`src/rtl/hazard_scoreboard.sv`:
```
// Decode-stage hazard scoreboard: per-register latency countdowns, WAW/RAW stall,
// branch-redirect flush sequencing and external-stall freeze for the in-order pipeline.
module hazard_scoreboard #(
  parameter int REG_ADDR_W   = 5,
  parameter int LAT_W        = 3,
  parameter int FLUSH_CYCLES = 2,
  parameter int CNT_W        = 4
) (
  input  logic                       clk,
  input  logic                       rst,
  input  logic                       dec_valid,
  input  logic [REG_ADDR_W-1:0]      dec_rs1,
  input  logic                       dec_rs1_used,
  input  logic [REG_ADDR_W-1:0]      dec_rs2,
  input  logic                       dec_rs2_used,
  input  logic [REG_ADDR_W-1:0]      dec_rd,
  input  logic                       dec_rd_wr,
  input  logic [LAT_W-1:0]           dec_lat,
  input  logic                       ex_redirect,
  input  logic                       ext_stall,
  output logic                       PC_write,
  output logic                       IFID_write,
  output logic                       Mux_select,
  output logic                       IF_kill,
  output logic                       DEC_kill,
  output logic [2**REG_ADDR_W-1:0]   busy_vec,
  output logic [CNT_W-1:0]           stall_cnt,
  output logic                       stall_sat
);

  localparam int NUM_REGS = 2**REG_ADDR_W;
  localparam int FLUSH_W  = (FLUSH_CYCLES > 1) ? $clog2(FLUSH_CYCLES) : 1;
  localparam logic [FLUSH_W-1:0] FLUSH_RELOAD = FLUSH_W'(FLUSH_CYCLES - 1);

  logic [LAT_W-1:0]   cnt_r [NUM_REGS];
  logic [FLUSH_W-1:0] flush_cnt_r;
  logic [CNT_W-1:0]   stall_cnt_r;

  logic hazard_s;
  logic flushing_s;
  logic issue_s;
  logic load_s;

  // Busy view of the scoreboard; x0 is hardwired and never reported busy.
  always_comb begin
    busy_vec = '0;
    for (int i = 1; i < NUM_REGS; i++) begin
      busy_vec[i] = (cnt_r[i] != '0);
    end
  end

  // Hazard, flush and issue qualification, all from registered state.
  always_comb begin
    hazard_s   = dec_valid &&
                 ((dec_rs1_used && (dec_rs1 != '0) && busy_vec[dec_rs1]) ||
                  (dec_rs2_used && (dec_rs2 != '0) && busy_vec[dec_rs2]) ||
                  (dec_rd_wr    && (dec_rd  != '0) && busy_vec[dec_rd]));
    flushing_s = ex_redirect || (flush_cnt_r != '0);
    issue_s    = dec_valid && !hazard_s && !flushing_s && !ext_stall && !rst;
    load_s     = issue_s && dec_rd_wr && (dec_rd != '0) && (dec_lat != '0);
  end

  // Pipeline control outputs in priority order: reset, freeze, flush, stall, run.
  always_comb begin
    PC_write   = 1'b1;
    IFID_write = 1'b1;
    Mux_select = 1'b0;
    IF_kill    = 1'b0;
    DEC_kill   = 1'b0;
    if (rst) begin
      PC_write   = 1'b0;
      IFID_write = 1'b0;
      Mux_select = 1'b1;
      IF_kill    = 1'b1;
      DEC_kill   = 1'b1;
    end else if (ext_stall) begin
      PC_write   = 1'b0;
      IFID_write = 1'b0;
    end else if (flushing_s) begin
      Mux_select = 1'b1;
      IF_kill    = 1'b1;
      DEC_kill   = 1'b1;
    end else if (hazard_s) begin
      PC_write   = 1'b0;
      IFID_write = 1'b0;
      Mux_select = 1'b1;
    end else begin
      PC_write   = 1'b1;
    end
  end

  // Scoreboard countdowns, flush sequencer and stall counter; all frozen by ext_stall.
  always_ff @(posedge clk) begin
    if (rst) begin
      for (int i = 0; i < NUM_REGS; i++) begin
        cnt_r[i] <= '0;
      end
      flush_cnt_r <= '0;
      stall_cnt_r <= '0;
    end else if (!ext_stall) begin
      for (int i = 0; i < NUM_REGS; i++) begin
        if (cnt_r[i] != '0) begin
          cnt_r[i] <= cnt_r[i] - LAT_W'(1);
        end
      end
      // A fresh issue overrides the decrement of the same entry.
      if (load_s) begin
        cnt_r[dec_rd] <= dec_lat;
      end

      if (ex_redirect) begin
        flush_cnt_r <= FLUSH_RELOAD;
      end else if (flush_cnt_r != '0) begin
        flush_cnt_r <= flush_cnt_r - FLUSH_W'(1);
      end

      if (issue_s || flushing_s) begin
        stall_cnt_r <= '0;
      end else if (hazard_s && (stall_cnt_r != '1)) begin
        stall_cnt_r <= stall_cnt_r + CNT_W'(1);
      end
    end
  end

  assign stall_cnt = stall_cnt_r;
  assign stall_sat = &stall_cnt_r;

endmodule

```
`config.mk`:
```
export PLATFORM = sky130hd
export DESIGN_NAME = hazard_scoreboard
export DESIGN_NICKNAME = d
export VERILOG_FILES = /design/src/rtl/hazard_scoreboard.sv
export SDC_FILE = /design/constraint.sdc
export NUM_CORES = 1
export LEC_CHECK = 0
export BUFFER_PORTS_ARGS = -buffer_cell sky130_fd_sc_hd__buf_2
export CELL_PAD_IN_SITES_DETAIL_PLACEMENT = 1
export CELL_PAD_IN_SITES_GLOBAL_PLACEMENT = 1
export CORE_ASPECT_RATIO = 0.9
export CORE_MARGIN = 1.5
export CORE_UTILIZATION = 35
export CTS_BUF_LIST = sky130_fd_sc_hd__clkbuf_16
export DETAILED_ROUTE_END_ITERATION = 12
export HOLD_SLACK_MARGIN = 0.15
export PLACE_DENSITY_LB_ADDON = 0.1
export SLEW_MARGIN = 20
export SYNTH_ARGS = -nofsm -noshare
export SYNTH_HDL_FRONTEND = slang
export SYNTH_SLANG_ARGS = --single-unit
```
`constraint.sdc`:
```
create_clock -name clk -period 7.04 [get_ports clk]
set_input_delay 0.352 -clock clk [delete_from_list [all_inputs] [get_ports clk]]
set_output_delay 0.352 -clock clk [all_outputs]
set_load 0.01 [all_outputs]
```
==> summary.txt <==
Site Rows - 50
top cells by area, synth - edfxtp_1 37%, ha_1 11%, mux2_2 5.6%, o22ai_1 4.5%, mux4_2 4.2%
grt total ovfl - 0
Pleak - 0.00323 uW
vias - 5,940
Worst path slowest cell - o21ai_0
max_cap viols - 0
clock share of power - 26.4%
CTS tree - built
Syn Area/Cell - 10.1 um2
Clock transition at path regs - 0.07 ns
H-tree depth - 3
average wire per standard cell - 22.0 um
Crit. End Element - flip-flop
Skew-Pair Late Insertion Delay - 0.36 ns
crit start category - flip-flop
Slowest Stage Delay on Critical Path - 0.75 ns
ratio of cells with drive above 1 in the final layout - 19.8%
GP Congestion - 0.803
class of the worst hold path - input pin to flip-flop
Die H - 141 um
combinational share of power - 32.4%
wire length of the first global-routing pass - 36.9 mm
Power Dens Cells - 233 nW/um2
IO Pins - 68
vias in the first global route - 6,260
drc violations - 0
Mapped Cells - 737
Hold Slack - 0.274 ns
post-synth net total - 826
Final nets - 865
via density per instance - 5.57
Post-synth ARST share - 0%
Flop pwr share - 41.3%
Critical Path Most Common Cell - nand2b_1
largest net degree at the start of global routing - 80
Net Switching - 643 uW
Filler Cell Count - 2,372
final cell count without fillers - 1,067
final count of negative-setup-slack endpoints - 0
Pins Over Slew Limit - 0
diode count - 0
reg2reg setup slack - 2.92 ns
Hold Fails Final Rpt - 0
RSZ-0062 raised after global routing - false
Primary FF master, synth - edfxtp_1
share of the synthesized area in the top cell type - 37.5%
setup TNS - 0 ns
CP bufs+invs - 1
core area - 20,800 um2
fin crit period - 4.12 ns
Post-Syn Area - 7450 um2
initial antenna violation count - 0
yosys warns - 0
Layout Skew - 0.00806 ns
drt pass-1 iters - 5
Cell variety after synth - 64
final wirelength - 23.5 mm
DP Cell Count - 1,050
Num CTS Buffers - 9
Area Overhead vs Synth - 11.3%
Total GRT Usage - 22.1%
CP delay by family, top - compound AO/OA/AOI/OAI gates
WP data required - 7.03 ns
status - complete, no violations
sequential area share after synthesis - 38.8%
Worst VDD drop - 0.148 mV
worst path cell trace - inv_1 > ha_1 > nand2b_1 > mux4_2 > o22ai_1 > nor2_1 > a31oi_4 > nand4_4 > nand2b_1 > o21ai_0
flip-flop and latch count after synthesis - 98
DIE WIDTH - 157 um
commonest non-fill, non-tap cell in the layout - edfxtp_1
CP max FO - 20
switching share of power - 33.3%
Port Buffers - 66
Internal - 1290 uW
post-route ant nets - 0
Setup CP Type - flip-flop to flip-flop
Final Cycle Share - 58.5%
CTS root buffer - clkbuf_16
Max clock buf depth - 2
Critical Path AT - 4.11 ns
Slew headroom - 35.7%
Worst-Margin Slew - 0.962 ns
Setup Buffers After CTS - 0
number of synthesized flops with an enable pin - 93
post-DP HPWL - 17.1 mm
CTS resizes - 0
biggest area consumer among synthesized cells - edfxtp_1
Initial DRC Count - 369
TritonCTS sink count - 98
Max Clk Rate - 243 MHz
Die ar. - 22,200 um2
Hold Buf Count CTS - 0
Initial Util - 35.8%
commonest non-fill, non-tap cells in the layout - 93 x edfxtp_1, 75 x inv_1, 67 x nor2_1
==> synth_stat cells (4+ instances only) <==
| cell type | number |
|---|---|
| a211o_1 | 11 |
| a211oi_1 | 9 |
| a21oi_1 | 23 |
| a311oi_1 | 4 |
| a31oi_1 | 4 |
| buf_2 | 6 |
| clkbuf_1 | 32 |
| dfxtp_1 | 5 |
| edfxtp_1 | 93 |
| ha_1 | 63 |
| inv_1 | 74 |
| mux2_1 | 9 |
| mux2_2 | 37 |
| mux2i_1 | 14 |
| mux4_2 | 14 |
| nand2_1 | 47 |
| nand2b_1 | 31 |
| nand2b_4 | 4 |
| nand3_1 | 5 |
| nand3b_1 | 10 |
| nor2_1 | 67 |
| nor3_1 | 11 |
| nor3_2 | 4 |
| nor3b_1 | 4 |
| o21ai_0 | 14 |
| o21ai_1 | 4 |
| o22ai_1 | 53 |
| or3_1 | 5 |
| or3b_1 | 4 |
| xnor2_1 | 18 |
==> stage by stage <==
| step | total power, uW | instance area [um2] | setup slack (ns) | util (%) |
|---|---|---|---|---|
| after floorplan | 1230 | 7450 | 3.95 | - |
| after CTS | 1950 | 8280 | 2.63 | 39.7 |
| after detailed placement | 1440 | 7980 | 2.66 | 38.3 |
| after global placement | 1410 | 7980 | 2.85 | 38.3 |
| final | 1930 | 8290 | 2.92 | 39.8 |
| after global routing | 2040 | 8290 | 2.60 | 39.8 |
==> state kept, by name (all words and copies together), names as in the netlist <==
name	count
flush_cnt_r	1
stall_cnt	4
cnt_r	93
==> power groups by stage <==
stage	combinational (uW)	sequential, uW	clock [uW]
finish	626	797	510
floorplan	439	793	0
global route	695	808	540
detailed placement	626	810	0
global placement	601	805	0
CTS	632	798	519
==> cell type report <==
class | count | area (um2) | share of cell area (%)
multi-input cells | 520 | 4090 | 49.3
well taps | 286 | 358 | 4.32
repair buffers | 70 | 364 | 4.39
clock inverters | 7 | 70.1 | 0.845
clock buffers | 9 | 225 | 2.72
inverters | 77 | 289 | 3.49
flip-flops and latches | 98 | 2890 | 34.9
==> worst register-to-register path: cells and delay by family, from the launching register on <==
kind,cells,cell delay (ns)
DFF,1,0.40
and+or+nand+nor,4,1.25
muxes,1,0.50
adders and majority gates,1,0.23
AOI/OAI and AO/OA,3,1.28
buffers and inverters,1,0.10
==> final timing paths <==
kind / endpoint / start / depth (start not counted)
setup reg to reg: cnt_r[17][1] / cnt_r[9][0] / 10
hold reg to reg: flush_cnt_r / flush_cnt_r / 2
setup / recovery: cnt_r[17][1] / cnt_r[9][0] / 10
hold / removal: flush_cnt_r / ex_redirect / 3
==> kinds of logic (layout without fill, tap and decap cells) <==
group / after synthesis / in the layout / synth area share (%)
fa+ha+maj: 63 / 63 / 10.6
flops: 98 / 98 / 38.8
simple gates: 213 / 213 / 15.3
compound gates: 151 / 151 / 13.8
xor+xnor: 18 / 18 / 2.12
other cells: 1 / 1 / 0.0503
buf+inv: 119 / 163 / 6.25
mux: 74 / 74 / 13.1
==> layer usage <==
metal | wire length [um] | share of wire, % | global-route usage [%]
met1 | 11000 | 47 | 30.8
met2 | 11300 | 48 | 36.6
met3 | 931 | 4.0 | 2.90
met4 | 276 | 1.2 | 4.96
met5 | 0 | 0 | 0
Note: power is estimated with default switching activity, not from simulation.
